## config.mk

```make
export PLATFORM = sky130hd
export DESIGN_NAME = ram_request_sequencer_flat
export DESIGN_NICKNAME = d
export VERILOG_FILES = /design/src/rtl/ram_request_sequencer_if.sv /design/src/rtl/ram_request_sequencer.sv /design/src/flat_wrapper.sv
export SDC_FILE = /design/constraint.sdc
export NUM_CORES = 1
export LEC_CHECK = 0
export CAP_MARGIN = 10
export CORE_MARGIN = 3
export CORE_UTILIZATION = 35
export DETAILED_ROUTE_END_ITERATION = 8
export PLACE_DENSITY = 0.69
export SLEW_MARGIN = 20
export SYNTH_ARGS = -nofsm -noshare
export SYNTH_HDL_FRONTEND = slang
export SYNTH_SLANG_ARGS = --single-unit
```

## constraint.sdc

```tcl
create_clock -name CLK -period 2.53 [get_ports CLK]
set_clock_uncertainty 0.2 [all_clocks]
set_input_delay 0.506 -clock CLK [delete_from_list [all_inputs] [get_ports CLK]]
set_output_delay 0.506 -clock CLK [all_outputs]
set_load 0.005 [all_outputs]
```

## src/rtl/ram_request_sequencer_if.sv

```systemverilog
// ---------------------------------------------------------------------------
// ram_request_sequencer_if
//   Request/acknowledge port between the RAM request sequencer and the
//   shared memory controller.
//
//   Signals:
//     MEM_REQ     request valid (held until MEM_ACK)
//     MEM_WE      1 = write, 0 = read
//     MEM_RFSH    refresh request (address/data not meaningful)
//     MEM_ADDR    word address (host byte address without bit 0)
//     MEM_WDATA   write data, 8-bit writes replicated on both lanes
//     MEM_BE      byte enables {hi, lo}
//     MEM_ACK     request accepted
//     MEM_RVALID  one-cycle read-data-valid pulse
//     MEM_RDATA   read data
//
//   Modports: master = sequencer side, slave = memory controller side.
// ---------------------------------------------------------------------------
interface ram_request_sequencer_if #(
    parameter int ADDR_WIDTH = 22
);
    logic                  MEM_REQ;
    logic                  MEM_WE;
    logic                  MEM_RFSH;
    logic [ADDR_WIDTH-2:0] MEM_ADDR;
    logic [15:0]           MEM_WDATA;
    logic [1:0]            MEM_BE;
    logic                  MEM_ACK;
    logic                  MEM_RVALID;
    logic [15:0]           MEM_RDATA;

    modport master (
        output MEM_REQ, MEM_WE, MEM_RFSH, MEM_ADDR, MEM_WDATA, MEM_BE,
        input  MEM_ACK, MEM_RVALID, MEM_RDATA
    );

    modport slave (
        input  MEM_REQ, MEM_WE, MEM_RFSH, MEM_ADDR, MEM_WDATA, MEM_BE,
        output MEM_ACK, MEM_RVALID, MEM_RDATA
    );
endinterface

```

## src/rtl/ram_request_sequencer.sv

```systemverilog
// ---------------------------------------------------------------------------
// ram_request_sequencer
//   Turns the level-style host RAM strobes (OE_n / WE_n / RFSH_n) into
//   single-shot requests for the shared memory controller. Each strobe
//   assertion yields exactly one transaction regardless of its length.
//
//   Ports:
//     CLK, RESET_n  clock, asynchronous active-low reset
//     ADDR          host byte address
//     DIN           host write data
//     DIN_SIZE      0 = 8-bit access, 1 = 16-bit access
//     OE_n, WE_n    host read / write strobes (level, active low)
//     RFSH_n        host refresh strobe (level, active low)
//     DOUT          host read data
//     BUSY          high whenever the sequencer is not idle
//     mem           memory controller request/ack port (master side)
// ---------------------------------------------------------------------------
module ram_request_sequencer #(
    parameter int ADDR_WIDTH    = 22,
    parameter bit USE_READ_HOLD = 1'b1
) (
    input  logic                    CLK,
    input  logic                    RESET_n,
    input  logic [ADDR_WIDTH-1:0]   ADDR,
    input  logic [15:0]             DIN,
    input  logic                    DIN_SIZE,
    input  logic                    OE_n,
    input  logic                    WE_n,
    input  logic                    RFSH_n,
    output logic [15:0]             DOUT,
    output logic                    BUSY,
    ram_request_sequencer_if.master mem
);

    typedef enum logic [2:0] {
        IDLE,
        RD_REQ,
        RD_DATA,
        WR_REQ,
        RF_REQ,
        RELEASE
    } state_t;

    state_t state, state_d;

    logic                  oe_q, we_q, rfsh_q;
    logic                  oe_edge, we_edge, rfsh_edge;
    logic                  oe_go, we_go;
    logic                  latch;
    logic                  host_done;
    logic                  rf_pending;
    logic [ADDR_WIDTH-2:0] req_addr;
    logic [15:0]           req_wdata;
    logic [1:0]            req_be;
    logic                  req_size;
    logic                  req_odd;
    logic [15:0]           dout_q;

    // Strobes are already in the CLK domain; an edge is "was high, now low".
    assign oe_edge   = oe_q   & ~OE_n;
    assign we_edge   = we_q   & ~WE_n;
    assign rfsh_edge = rfsh_q & ~RFSH_n;

    // A strobe still held low after its transaction completed is ignored.
    assign we_go = (we_edge | ~WE_n) & ~host_done;
    assign oe_go = (oe_edge | ~OE_n) & ~host_done;

    always_ff @(posedge CLK or negedge RESET_n) begin
        if (!RESET_n) begin
            state <= IDLE;
        end else begin
            state <= state_d;
        end
    end

    always_comb begin
        state_d = state;
        latch   = 1'b0;
        case (state)
            IDLE: begin
                // Write beats read beats refresh; a simultaneous read is dropped.
                if (we_go) begin
                    state_d = WR_REQ;
                    latch   = 1'b1;
                end else if (oe_go) begin
                    state_d = RD_REQ;
                    latch   = 1'b1;
                end else if (rf_pending) begin
                    state_d = RF_REQ;
                end
            end
            RD_REQ: begin
                if (mem.MEM_ACK) state_d = RD_DATA;
            end
            RD_DATA: begin
                if (mem.MEM_RVALID) state_d = RELEASE;
            end
            WR_REQ: begin
                if (mem.MEM_ACK) state_d = RELEASE;
            end
            RF_REQ: begin
                if (mem.MEM_ACK) state_d = (OE_n && WE_n) ? IDLE : RELEASE;
            end
            RELEASE: begin
                if (OE_n && WE_n) state_d = IDLE;
            end
            default: state_d = IDLE;
        endcase
    end

    always_ff @(posedge CLK or negedge RESET_n) begin
        if (!RESET_n) begin
            oe_q       <= 1'b1;
            we_q       <= 1'b1;
            rfsh_q     <= 1'b1;
            host_done  <= 1'b0;
            rf_pending <= 1'b0;
            req_addr   <= '0;
            req_wdata  <= '0;
            req_be     <= '0;
            req_size   <= 1'b0;
            req_odd    <= 1'b0;
            dout_q     <= '0;
        end else begin
            oe_q   <= OE_n;
            we_q   <= WE_n;
            rfsh_q <= RFSH_n;

            // Only one refresh can be outstanding; extra edges are absorbed.
            if (state == RF_REQ && mem.MEM_ACK) begin
                rf_pending <= 1'b0;
            end else if (rfsh_edge) begin
                rf_pending <= 1'b1;
            end

            if (state == RELEASE) begin
                host_done <= ~(OE_n & WE_n);
            end

            if (latch) begin
                req_addr  <= ADDR[ADDR_WIDTH-1:1];
                req_size  <= DIN_SIZE;
                req_odd   <= ADDR[0];
                req_be    <= DIN_SIZE ? 2'b11 : {ADDR[0], ~ADDR[0]};
                req_wdata <= DIN_SIZE ? DIN : {DIN[7:0], DIN[7:0]};
            end

            if (state == RD_DATA && mem.MEM_RVALID) begin
                if (req_size) begin
                    dout_q <= mem.MEM_RDATA;
                end else begin
                    dout_q <= {8'h00, req_odd ? mem.MEM_RDATA[15:8] : mem.MEM_RDATA[7:0]};
                end
            end
        end
    end

    assign mem.MEM_REQ   = (state == RD_REQ) || (state == WR_REQ) || (state == RF_REQ);
    assign mem.MEM_WE    = (state == WR_REQ);
    assign mem.MEM_RFSH  = (state == RF_REQ);
    assign mem.MEM_ADDR  = req_addr;
    assign mem.MEM_WDATA = req_wdata;
    assign mem.MEM_BE    = req_be;

    assign DOUT = (USE_READ_HOLD || !OE_n) ? dout_q : '0;
    assign BUSY = (state != IDLE);

endmodule

```

## src/flat_wrapper.sv

```systemverilog
// flat-port wrapper written by rule: the top's interface ports become plain ports
module ram_request_sequencer_flat 
#(
    parameter int ADDR_WIDTH    = 22,
    parameter bit USE_READ_HOLD = 1'b1
)
  (CLK, RESET_n, ADDR, DIN, DIN_SIZE, OE_n, WE_n, RFSH_n, DOUT, BUSY, mem_MEM_REQ, mem_MEM_WE, mem_MEM_RFSH, mem_MEM_ADDR, mem_MEM_WDATA, mem_MEM_BE, mem_MEM_ACK, mem_MEM_RVALID, mem_MEM_RDATA);
  ram_request_sequencer_if #(.ADDR_WIDTH(ADDR_WIDTH)) mem_i ();
  input  logic CLK;
  input  logic RESET_n;
  input  logic [ADDR_WIDTH-1:0] ADDR;
  input  logic [15:0] DIN;
  input  logic DIN_SIZE;
  input  logic OE_n;
  input  logic WE_n;
  input  logic RFSH_n;
  output logic [15:0] DOUT;
  output logic BUSY;
  output wire logic [$bits(mem_i.MEM_REQ)-1:0] mem_MEM_REQ;
  output wire logic [$bits(mem_i.MEM_WE)-1:0] mem_MEM_WE;
  output wire logic [$bits(mem_i.MEM_RFSH)-1:0] mem_MEM_RFSH;
  output wire logic [$bits(mem_i.MEM_ADDR)-1:0] mem_MEM_ADDR;
  output wire logic [$bits(mem_i.MEM_WDATA)-1:0] mem_MEM_WDATA;
  output wire logic [$bits(mem_i.MEM_BE)-1:0] mem_MEM_BE;
  input wire logic [$bits(mem_i.MEM_ACK)-1:0] mem_MEM_ACK;
  input wire logic [$bits(mem_i.MEM_RVALID)-1:0] mem_MEM_RVALID;
  input wire logic [$bits(mem_i.MEM_RDATA)-1:0] mem_MEM_RDATA;
  assign mem_MEM_REQ = mem_i.MEM_REQ;
  assign mem_MEM_WE = mem_i.MEM_WE;
  assign mem_MEM_RFSH = mem_i.MEM_RFSH;
  assign mem_MEM_ADDR = mem_i.MEM_ADDR;
  assign mem_MEM_WDATA = mem_i.MEM_WDATA;
  assign mem_MEM_BE = mem_i.MEM_BE;
  assign mem_i.MEM_ACK = mem_MEM_ACK;
  assign mem_i.MEM_RVALID = mem_MEM_RVALID;
  assign mem_i.MEM_RDATA = mem_MEM_RDATA;
  ram_request_sequencer #(.ADDR_WIDTH(ADDR_WIDTH), .USE_READ_HOLD(USE_READ_HOLD)) u_core (.CLK(CLK), .RESET_n(RESET_n), .ADDR(ADDR), .DIN(DIN), .DIN_SIZE(DIN_SIZE), .OE_n(OE_n), .WE_n(WE_n), .RFSH_n(RFSH_n), .DOUT(DOUT), .BUSY(BUSY), .mem(mem_i));
endmodule
```

# Word-level counts from Yosys, hierarchy flattened
# Cells that the tools add are included.
dict set report totals {
  register_bits 65
  input_bits 62
  out_inout_bits 59
}
dict set report op_classes {
  eq_ne 11
  n_mux 19
  n_bitwise 14
  n_reduce_logical 9
}
# operator count
set op_table {}
lappend op_table {{two-way mux 16 bit} 2}
lappend op_table {{two-way mux 3 bit} 9}
lappend op_table {{case mux 3 bit (6 select lines)} 1}
lappend op_table {{two-way mux 8 bit} 1}
lappend op_table {{AND 1 bit} 6}
lappend op_table {{equality test 3 x 2 -> 1 bit (second input constant)} 2}
lappend op_table {{equality test 3 bit (second input constant)} 2}
lappend op_table {{inequality test 2 x 1 -> 1 bit (second input constant)} 3}
lappend op_table {{NOT 1 bit} 6}
lappend op_table {{AND reduction 6 bit} 1}
lappend op_table {{two-way mux 1 bit} 5}
lappend op_table {{inequality test 2 bit (second input constant)} 2}
lappend op_table {{inequality test 4 x 1 -> 1 bit (second input constant)} 1}
lappend op_table {{equality test 3 x 1 -> 1 bit (second input constant)} 1}
lappend op_table {{logical AND 1 bit} 3}
lappend op_table {{logical NOT 3 bit} 1}
lappend op_table {{nonzero test 3 bit} 1}
lappend op_table {{logical OR 1 bit} 2}
lappend op_table {{two-way mux 2 bit} 1}
lappend op_table {{OR 1 bit} 2}
lappend op_table {{nonzero test 2 bit} 1}

# Logic depth before layout (Yosys ltp)
dict set report logic_depth {
  ltp_word 7
  depth_mapped 6
}

# Least setup slack after synthesis
# Ideal clock, no wire load.
dict set report synth_path {
  path_kind {register to register}
  start {register u_core.state[0]}
  end {register u_core.state[0]}
  setup_time_ns 0.128
  arrival_ns 1.417
  path_slack_ns 0.785
  path_stages_with_launch 6
  period_less_slack_ns 1.745
  path_cell_list {dfrtp_1 > buf_6 > or3_4 > nor3_2 > nor3_2 > mux2_1}
}
dict set report synth_via {
  elab_chain_cells 3
  word_cells_on_any_way 14
  cone_classes {eq/ne: 11; mux: 1; reduce/logical: 2}
}
# element line
set synth_lines {}
lappend synth_lines {{start: declaration} ram_request_sequencer.sv:44} ;# state_t state, state_d;
lappend synth_lines {{start signal: assignment} ram_request_sequencer.sv:72} ;# state <= state_d;
lappend synth_lines {{equality test 3 bit (tied with other cells)} ram_request_sequencer.sv:79} ;# case (state)
lappend synth_lines {{inequality test 2 x 1 -> 1 bit (no source line) (tied with other cells)} -}
lappend synth_lines {{AND reduction 6 bit (no source line)} -}
# Parallel ways exist; a longest one is shown, timed or not.
# A chain may end at the register's enable or synchronous reset.

# Worst setup path in the final report
dict set report layout_path {
  start {register u_core.state[1]}
  end {output mem_MEM_RFSH}
}
dict set report layout_via {
  elab_chain_cells 1
}
# element line
set layout_lines {}
lappend layout_lines {{equality test 3 bit} ram_request_sequencer.sv:160} ;# assign mem.MEM_RFSH = (state == RF_REQ);
lappend layout_lines {{end: declaration} flat_wrapper.sv:21} ;# output wire logic [$bits(mem_i.MEM_RFSH)-1:0] mem_MEM_RFSH;
# No other way between the ends.

==> parameters.txt <==
Parameter                              Value

Run status
  Result of the run ... finished clean

Layout
  Final core utilization ... 0.574
  Layout cells sized above 1 ... 0.176
  Area growth from synthesis to layout ... 57.1%
  Net count reported at finish ... 409
  Antenna Diode Count ... 0

Min path
  Worst hold-check path type ... reg2reg
  Number of cells traversed by the worst hold path ... 2
  Hold Startpoint ... u_core.mem.MEM_WDATA[9]

Drt
  Total DRC errors in the routed layout ... 0
  Total routed wirelength ... 6140 um
  Antenna Nets Post-Route ... 0
  First-pass iteration count of the detailed router ... 4
  Initial detailed-routing violation count ... 29
  Total number of vias ... 2044
  Routed wirelength normalized by instance count ... 13.6 um
  Ratio of routed vias to standard cells ... 4.53

Placement
  Final estimated routing congestion in global placement ... 0.763
  Post-place setup slack ... 0.214 ns
  Count of port buffers added during placement ... 120
  Post-detailed-placement half-perimeter wirelength ... 4500 um

Floorplanning
  Starting density of the core ... 0.365
  Die Height ... 93.5 um
  Total die area ... 8740 sq um
  Total number of placement rows ... 31
  Chip width ... 93.5 um
  I/O pin cnt ... 121
  CORE AREA ... 7330 sq um

Worst setup path
  Worst endpoint required time ... 1.82 ns
  Critical path launch point type ... register
  Biggest cell delay along the critical path ... 0.50 ns
  Worst Setup SP ... u_core.state[1]
  Beginning of the worst register-to-register path ... u_core.state[1]
  Peak fanout along the critical path ... 3
  Number of cells on the worst reg-to-reg path ... 5
  Crit end category ... primary output
  Cell breakdown of the critical path ... or3b_4 -> inv_1 -> clkdlybuf4s50_1
  R2R setup slack ... 0.65 ns
  Data arrival time of the critical path ... 1.76 ns
  Critical path type ... reg2out
  Slowest CP cell ... sky130_fd_sc_hd__clkdlybuf4s50_1

Logic synthesis
  Synthesized net count ... 285
  Mean area per synthesized cell ... 12.0 sq um
  Yosys warns ... 0
  Count of unique library cells instantiated by Yosys ... 28
  Post-synthesis cell area ... 2680 sq um
  Sequential fraction of the synthesis area ... 0.589
  Synth Register Bits ... 63
  Synthesized netlist cell count ... 223

Power
  Power per Cell Area ... 1130 nW/um^2
  Worst VDD drop ... 0.778 mV
  Total leakage power ... 1.83 nW

STA
  Final min period ... 2.46 ns
  Count of endpoints failing hold in the final timing report ... 0
  Post-route clock period utilization ... 0.973
  Final Max Tran Viols ... 0
  Total of endpoints with negative setup slack in the final report ... 0
  Worst-case setup margin in the final layout ... 0.0687 ns
  Accumulated negative setup slack ... 0 ns
  Unrepaired setup endpoints after global routing ... false
  Post-route worst hold slack ... 0.278 ns
  Transition time at the pin with the least slew margin ... 0.613 ns
  Max Freq ... 0.406 GHz
  Slew margin rel. ... 0.590

Clocking
  Clock tree root buffer cell ... sky130_fd_sc_hd__clkbuf_8
  Total clock buffers created by CTS ... 9
  Maximum root-to-sink buffer count ... 2
  Clk sink count ... 63
  Clock edge transition at the registers on the reported setup and hold paths ... 0.07 ns
  TritonCTS clock tree ... done
  Clock latency reported for the late side of the worst-skew pair ... 0.32 ns
  CTS H-tree lvls ... 3

GRT
  Pin count of the biggest net entering global routing ... 52
  Wire length of the first global-routing pass ... 10300 um
  Global route total overflow ... 0
  Global-route usage over all layers ... 0.149
  Number of global-route vias before repair ... 2154
  Initial antenna violation count ... 0

Flow run
  Max-cap check violation count ... 0
-- timing repair --
item / CTS / global route
buffers inserted: 1 / 0
hold endpoints to repair: 22 / 0
resized for setup: 1 / 0
setup endpoints to repair: 2 / 0
hold buffers: 1 / 0
-- Yosys cell counts (all sizes together) --
cell | count | share of area
a211oi | 1 | 0.0047
a21oi | 4 | 0.0089
a2bb2oi | 1 | 0.0033
and2 | 1 | 0.0023
buf | 7 | 0.019
clkbuf | 7 | 0.0098
dfrtp | 62 | 0.58
dfstp | 1 | 0.0098
inv | 3 | 0.0042
mux2 | 33 | 0.14
mux2i | 16 | 0.060
nand2 | 37 | 0.052
nand2b | 3 | 0.0070
nand3b | 2 | 0.0056
nor2 | 7 | 0.0098
nor2b | 2 | 0.0047
nor3 | 3 | 0.0093
o21ai | 29 | 0.054
o32ai | 1 | 0.0061
o41ai | 1 | 0.0033
or3 | 1 | 0.0042
or3b | 1 | 0.0042
-- report_power, final --
group	switching, mW	total (mW)	internal [mW]
clock	0.383	0.840	0.458
combinational	0.746	2.15	1.40
sequential	0.270	1.77	1.50
-- area by class of cell --
class | count | area [sq um]
fill | 640 | 3120
sequential | 63 | 1580
tap | 99 | 124
clock inverter | 5 | 57.6
inverter | 3 | 11.3
clock buffer | 11 | 131
multi-input combinational | 143 | 1010
timing repair buffer | 127 | 1290
-- logic make-up after synthesis --
kind of cell,count (synthesis),share of synthesized area
DFF,63,0.589
AOI/OAI and AO/OA,37,0.0804
buffers and inverters,17,0.0327
and+or+nand+nor,57,0.0991
muxes,49,0.199
-- state kept, by name, summed over array words and instances (netlist names) --
| name | count |
|---|---|
| u_core.state | 3 |
| u_core.rfsh_q | 1 |
| u_core.host_done | 1 |
| u_core.mem.MEM_WDATA | 16 |
| u_core.req_size | 1 |
| u_core.DOUT | 16 |
| u_core.mem.MEM_ADDR | 21 |
| u_core.rf_pending | 1 |
| u_core.req_odd | 1 |
| u_core.mem.MEM_BE | 2 |
-- routing by layer --
layer | global-route usage | share of wire
met4 | 0.0647 | 0.012
met3 | 0.0483 | 0.084
met2 | 0.248 | 0.50
met1 | 0.177 | 0.40
met5 | 0 | 0
-- path summary, 6_finish.rpt --
| check | endpoint |
|---|---|
| max | mem_MEM_RFSH |
| min | u_core.mem.MEM_WDATA[9] |
| max reg2reg | u_core.state[0] |
| min reg2reg | u_core.mem.MEM_WDATA[9] |
| max in group asynchronous | u_core.req_size |
| min in group asynchronous | u_core.host_done |
-- critical path: cells and delay by family (launching register included) --
kind                   cells  cell delay [ns]
AND/OR/NAND/NOR            1             0.42
flip-flops                 1             0.43
buffers and inverters      2             0.58
-- stage by stage --
stage	power (mW)	cell area [sq um]	std cells
floorplan	2.71	2680	223
global placement	3.90	3990	433
detailed placement	3.96	3990	433
CTS	4.85	4210	451
global route	5.14	4210	451
finish	4.76	4210	451
-- layout by cell type, fill, tap and decap left out, types with 3 or more instances in the layout --
cell / synthesis / routed
sky130_fd_sc_hd__mux2_2: 31 / 31
sky130_fd_sc_hd__dfrtp_1: 62 / 61
sky130_fd_sc_hd__nand2b_1: 3 / 3
sky130_fd_sc_hd__clkbuf_8: 0 / 9
sky130_fd_sc_hd__buf_12: 0 / 3
sky130_fd_sc_hd__mux2i_1: 16 / 16
sky130_fd_sc_hd__inv_1: 3 / 3
sky130_fd_sc_hd__a21oi_1: 3 / 3
sky130_fd_sc_hd__o21ai_1: 4 / 4
sky130_fd_sc_hd__buf_4: 1 / 3
sky130_fd_sc_hd__clkdlybuf4s50_1: 0 / 119
sky130_fd_sc_hd__nand2_1: 37 / 36
sky130_fd_sc_hd__o21ai_0: 25 / 25
sky130_fd_sc_hd__nor2_1: 7 / 7
Note: power is estimated with default switching activity, not from simulation.
